<file path="src/rtl/fetch_unit.sv">
// Instruction-fetch stage: PC register, IF/EX pipeline register, EPC/EXL tracking.
// Build option: define BRANCH_DELAY_SLOT_EN to keep the slot after a jump/branch.
module fetch_unit #(
  parameter logic [31:0] RESET_PC   = 32'h0000_0000,
  parameter logic [31:0] EXC_VECTOR = 32'h0000_0180,
  parameter logic [31:0] NOP_INSTR  = 32'h0000_0000
) (
  input  logic        clk,
  input  logic        reset,
  input  logic        stall,
  output logic [31:0] imem_addr,
  input  logic [31:0] imem_rdata,
  input  logic        ex_valid,
  input  logic [31:0] ex_pc,
  input  logic        ex_branch,
  input  logic        ex_zero,
  input  logic [31:0] ex_branch_target,
  input  logic        ex_jump,
  input  logic [31:0] ex_jump_target,
  input  logic        ex_overflow,
  input  logic        ex_eret,
  output logic [31:0] if_instr,
  output logic [31:0] if_pc,
  output logic [31:0] if_pc_plus4,
  output logic        if_valid,
  output logic [31:0] epc,
  output logic        exl,
  output logic        redirect
);

  typedef enum logic {ST_NORMAL = 1'b0, ST_EXL = 1'b1} state_e;

  state_e      state_q, state_d;
  logic [31:0] pc_q, pc_d;
  logic [31:0] if_instr_q, if_instr_d;
  logic [31:0] if_pc_q, if_pc_d;
  logic        if_valid_q, if_valid_d;
  logic [31:0] epc_q, epc_d;

  logic tb_ev, jp_ev, ex_ev, er_ev;

  assign tb_ev = ex_valid & ex_branch & ex_zero;
  assign jp_ev = ex_valid & ex_jump;
  assign ex_ev = ex_valid & ex_overflow;
  assign er_ev = ex_valid & ex_eret;

  // Stall freezes the whole stage; EX re-presents its event next cycle.
  assign redirect = (ex_ev | er_ev | jp_ev | tb_ev) & ~stall & ~reset;

  always_comb begin
    pc_d       = pc_q;
    if_instr_d = if_instr_q;
    if_pc_d    = if_pc_q;
    if_valid_d = if_valid_q;
    epc_d      = epc_q;
    state_d    = state_q;
    if (!stall) begin
      if (ex_ev) begin
        pc_d       = EXC_VECTOR;
        if_instr_d = NOP_INSTR;
        if_valid_d = 1'b0;
        // A nested overflow keeps the EPC of the original fault.
        if (state_q == ST_NORMAL) begin
          epc_d   = ex_pc;
          state_d = ST_EXL;
        end
      end else if (er_ev) begin
        pc_d       = epc_q;
        if_instr_d = NOP_INSTR;
        if_valid_d = 1'b0;
        state_d    = ST_NORMAL;
      end else if (jp_ev || tb_ev) begin
        pc_d = jp_ev ? ex_jump_target : ex_branch_target;
`ifdef BRANCH_DELAY_SLOT_EN
        if_instr_d = imem_rdata;
        if_pc_d    = pc_q;
        if_valid_d = 1'b1;
`else
        if_instr_d = NOP_INSTR;
        if_valid_d = 1'b0;
`endif
      end else begin
        pc_d       = pc_q + 32'd4;
        if_instr_d = imem_rdata;
        if_pc_d    = pc_q;
        if_valid_d = 1'b1;
      end
    end
  end

  always_ff @(posedge clk) begin
    if (reset) begin
      pc_q       <= RESET_PC;
      if_instr_q <= NOP_INSTR;
      if_pc_q    <= RESET_PC;
      if_valid_q <= 1'b0;
      epc_q      <= 32'h0000_0000;
      state_q    <= ST_NORMAL;
    end else begin
      pc_q       <= pc_d;
      if_instr_q <= if_instr_d;
      if_pc_q    <= if_pc_d;
      if_valid_q <= if_valid_d;
      epc_q      <= epc_d;
      state_q    <= state_d;
    end
  end

  // EXL is the FSM state itself, so it doubles as the state debug view.
  assign exl         = (state_q == ST_EXL);
  assign imem_addr   = pc_q;
  assign if_instr    = if_instr_q;
  assign if_pc       = if_pc_q;
  assign if_pc_plus4 = if_pc_q + 32'd4;
  assign if_valid    = if_valid_q;
  assign epc         = epc_q;

endmodule

</file>
<file path="config.mk">
export PLATFORM = sky130hd
export DESIGN_NAME = fetch_unit
export DESIGN_NICKNAME = d
export VERILOG_FILES = /design/src/rtl/fetch_unit.sv
export SDC_FILE = /design/constraint.sdc
export NUM_CORES = 1
export LEC_CHECK = 0
export ABC_CLOCK_PERIOD_IN_PS = 2400
export BUFFER_PORTS_ARGS = -buffer_cell sky130_fd_sc_hd__buf_2
export CAP_MARGIN = 20
export CELL_PAD_IN_SITES_DETAIL_PLACEMENT = 1
export CELL_PAD_IN_SITES_GLOBAL_PLACEMENT = 2
export CORE_MARGIN = 2
export CORE_UTILIZATION = 25
export DETAILED_ROUTE_END_ITERATION = 6
export PLACE_DENSITY = 0.9
export SYNTH_ARGS = -nofsm -noshare
export SYNTH_HDL_FRONTEND = slang
export SYNTH_SLANG_ARGS = --single-unit
</file>
<file path="constraint.sdc">
create_clock -name clk -period 2.4 [get_ports clk]
set_input_delay 0.24 -clock clk [delete_from_list [all_inputs] [get_ports clk]]
set_output_delay 0.24 -clock clk [all_outputs]
set_load 0.01 [all_outputs]
</file>
==> flow_summary.toml <==
[grt]
track_usage_pct = 19.96
grt_pass1_wl_mm = 43.73
grt_pass1_vias = 7576
grt_antenna_before_repair = 0
grt_overflow = 0
grt_max_degree = 73

[critical_path]
crit_path_cell_trace = "ha_4 -> and3_4 -> and4_4 -> nand3_4 -> nor4_4 -> xor2_1 -> buf_2"
cp-end-kind = "primary output"
max_stage_delay_ps = 380
crit_required_ps = 2160
crit_arrival_ps = 2130
crit_path_top_delay_cell = "dfxtp_4"
r2r_start = "imem_addr[3]"
start_kind = "register"
r2r_cells = 6
crit_fanout = 7
timing.rr.end = "imem_addr[26]"
ff2ff_setup_slack_ps = 240
crit_type = "register to primary output"

[power]
p_per_area_nw_per_um2 = 626.9
p_leak_nw = 4.124
peakVddDrop_mv = 0.3057

[worst_hold_path]
hp-class = "primary input to register"
min_to = "epc[25]"
hold_depth = 3
min_from = "ex_pc[25]"

[sta]
slew_violations = 0
fin_crit_sh_pct = 98.59
slew_headroom_pct = 46.16
holdWs_ps = 47.42
worst_slew_pin_slew_ps = 807.7
fin_crit_ps = 2366
finalClockSkew_ps = 12.33
setup_viol = 0
fmax_ghz = 0.4226
hold_viol_final = 0
rsz0062_at_grt = "yes"

[final_layout]
drive_gt1_share_pct = 34.44
fin_nets = 1302
diodes = 0
stdcell_count = 1511
post-route-util_pct = 35.86
areaGrowthSynthToFinish_pct = 41.89

[synthesis]
syn_inst = 872
synth-seq-cells = 130
ys_types = 61
yosys_warnings = 0
yosysSeqAreaShare_pct = 39.85
postSynthAreaPerCell_um2 = 7.489
synth_async_sr_flop_share_pct = 0
synth-edff-count = 0
synth_nets = 1011
ys.flop_type = "dfxtp_1"
netlist_area_um2 = 6530

[drt]
drt-vias-per-instance = 4.995
drc_errors = 0
wl_per_cell_um = 18.64
drt-initial-drc-count = 432
wl_mm = 28.17
antenna_left = 0
num_vias = 7547
firstDrtPassIters = 5

[clocking]
root_buffer = "clkbuf_16"
ctsLongestPathBuffers = 2
hold_buffers = 0
cts_htree_levels = 4
path_clk_slew_ps = 70
cts_tree = "done"
clock_sinks = 130
clkLatencyLatePin_ps = 420
cts_buffers = 17

[place]
io_buffers = 299
gp_congestion = 0.8144
hpwl_mm = 21.31
dp_cells = 1476

[run_status]
status = "finished clean"

[die]
ios = 300
start_util_pct = 25.27
die_h_um = 165.6
die_area_um2 = 27430
core_area_um2 = 25840
row_count = 59
die_x_um = 165.6

[job]
drv_cap = 0
==> layout by cell type, fill, tap and decap left out, types with 10 or more instances in the layout <==
| master | Yosys | final |
|---|---|---|
| buf_4 | 3 | 36 |
| o21ai_0 | 45 | 45 |
| a31oi_1 | 24 | 24 |
| dfxtp_1 | 130 | 123 |
| nand2_1 | 211 | 211 |
| nand3_1 | 28 | 25 |
| xnor2_1 | 17 | 17 |
| nand4_1 | 15 | 15 |
| clkbuf_16 | 0 | 17 |
| xor2_1 | 15 | 15 |
| nand2b_1 | 10 | 10 |
| a22oi_1 | 36 | 36 |
| a21oi_1 | 92 | 92 |
| nor2_1 | 55 | 54 |
| buf_2 | 13 | 298 |
==> cell type report <==
type                       count  area (um^2)
fill                        3297        16570
timing repair buffer         336         1802
sequential                   130         2614
tap                          335        419.2
multi-input combinational    669         3789
inverter                       9        33.78
clock buffer                  17        425.4
clock inverter                15        182.7
==> flip-flops by register name, summed over array words and instances (netlist names) <==
register,count
exl,1
epc,32
if_valid,1
imem_addr,32
if_pc,32
if_instr,32
==> metrics by stage <==
step / worst slack [ps] / TNS, ps / area [um^2] / total power, mW
2_1_floorplan: 348.4 / 0 / 6530 / 2.731
3_3_place_gp: 246.6 / 0 / 8471 / 3.111
4_1_cts: -0.5944 / -0.5944 / 9169 / 5.879
5_1_grt: -76.03 / -149.9 / 9265 / 6.042
3_5_place_dp: 133.6 / 0 / 8471 / 3.128
6_report: 33.78 / 0 / 9265 / 5.808
==> per-layer routing <==
metal / global-route usage, % / share of wire (%) / routed length [um]
met5: 0 / 0 / 0
met4: 6.238 / 2.1 / 594
met3: 4.182 / 5.2 / 1476
met2: 32.08 / 46 / 12990
met1: 26.86 / 47 / 13110
==> cell usage after synthesis, types with 3 or more instances <==
cell type,n,area (um^2)
mux2i_1,9,90.09
o2bb2ai_1,3,26.28
buf_2,13,65.06
o21ai_0,45,225.2
and3_1,6,37.54
and4_1,7,61.31
inv_1,9,33.78
a21oi_1,92,460.4
a32o_1,3,30.03
nor3_1,15,75.07
nand2_1,211,792.0
xnor2_1,17,148.9
nor2b_1,4,25.02
or3_1,5,31.28
clkbuf_1,45,168.9
o31ai_1,7,52.55
nor4_1,3,18.77
a22oi_1,36,270.3
a31oi_1,24,150.1
o221ai_1,3,26.28
a211oi_1,4,30.03
buf_4,3,22.52
nand4_1,15,93.84
and2_1,4,25.02
a22o_1,3,26.28
nand3_1,28,140.1
nand2b_1,10,62.56
dfxtp_1,130,2603
nor2_1,55,206.5
or2_2,3,18.77
xor2_1,15,131.4
nand3b_1,9,67.56
a221oi_1,3,26.28
==> timing repair <==
item                       CTS  global route
gates resized for setup     20            16
setup buffers                0             3
setup endpoints to repair   12            15
pin swaps                    1             8
==> logic make-up after synthesis <==
kind of cell	Yosys count	share of synthesized area (%)
muxes	9	1.380
xor gates and xnor gates	32	4.292
DFF	130	39.85
AOI/OAI and AO/OA	241	22.63
buffers and inverters	73	4.637
and+or+nand+nor	385	26.83
adders and majority gates	2	0.3832
==> worst max-delay path: cells and delay by family (launching register included) <==
kind                       cells  cell delay [ps]
and+or+nand+nor                4              860
DFF                            1              380
xor gates and xnor gates       1              180
buffers and inverters          1              150
adders and majority gates      1              130
==> how the worst max path moves through the flow <==
stage | startpoint | to | cells after the start | slack (ps)
6_report | if_pc[3] | if_pc_plus4[30] | 7 | 30
4_1_cts | if_pc[3] | if_pc_plus4[30] | 7 | -0.6
2_1_floorplan | if_pc[2] | if_pc_plus4[30] | 6 | 350
3_5_place_dp | if_pc[3] | if_pc_plus4[30] | 7 | 130
5_1_grt | if_pc[2] | if_pc_plus4[19] | 8 | -80
3_3_place_gp | if_pc[3] | if_pc_plus4[30] | 7 | 250
==> where the power goes <==
| part | switching, mW | leakage, nW | internal, mW | total (mW) |
|---|---|---|---|---|
| registers | 0.0860 | 1.06 | 2.23 | 2.32 |
| clock network | 1.09 | 0.298 | 1.64 | 2.73 |
| logic | 0.457 | 2.77 | 0.301 | 0.758 |
Power figures use the tool's default switching activity.
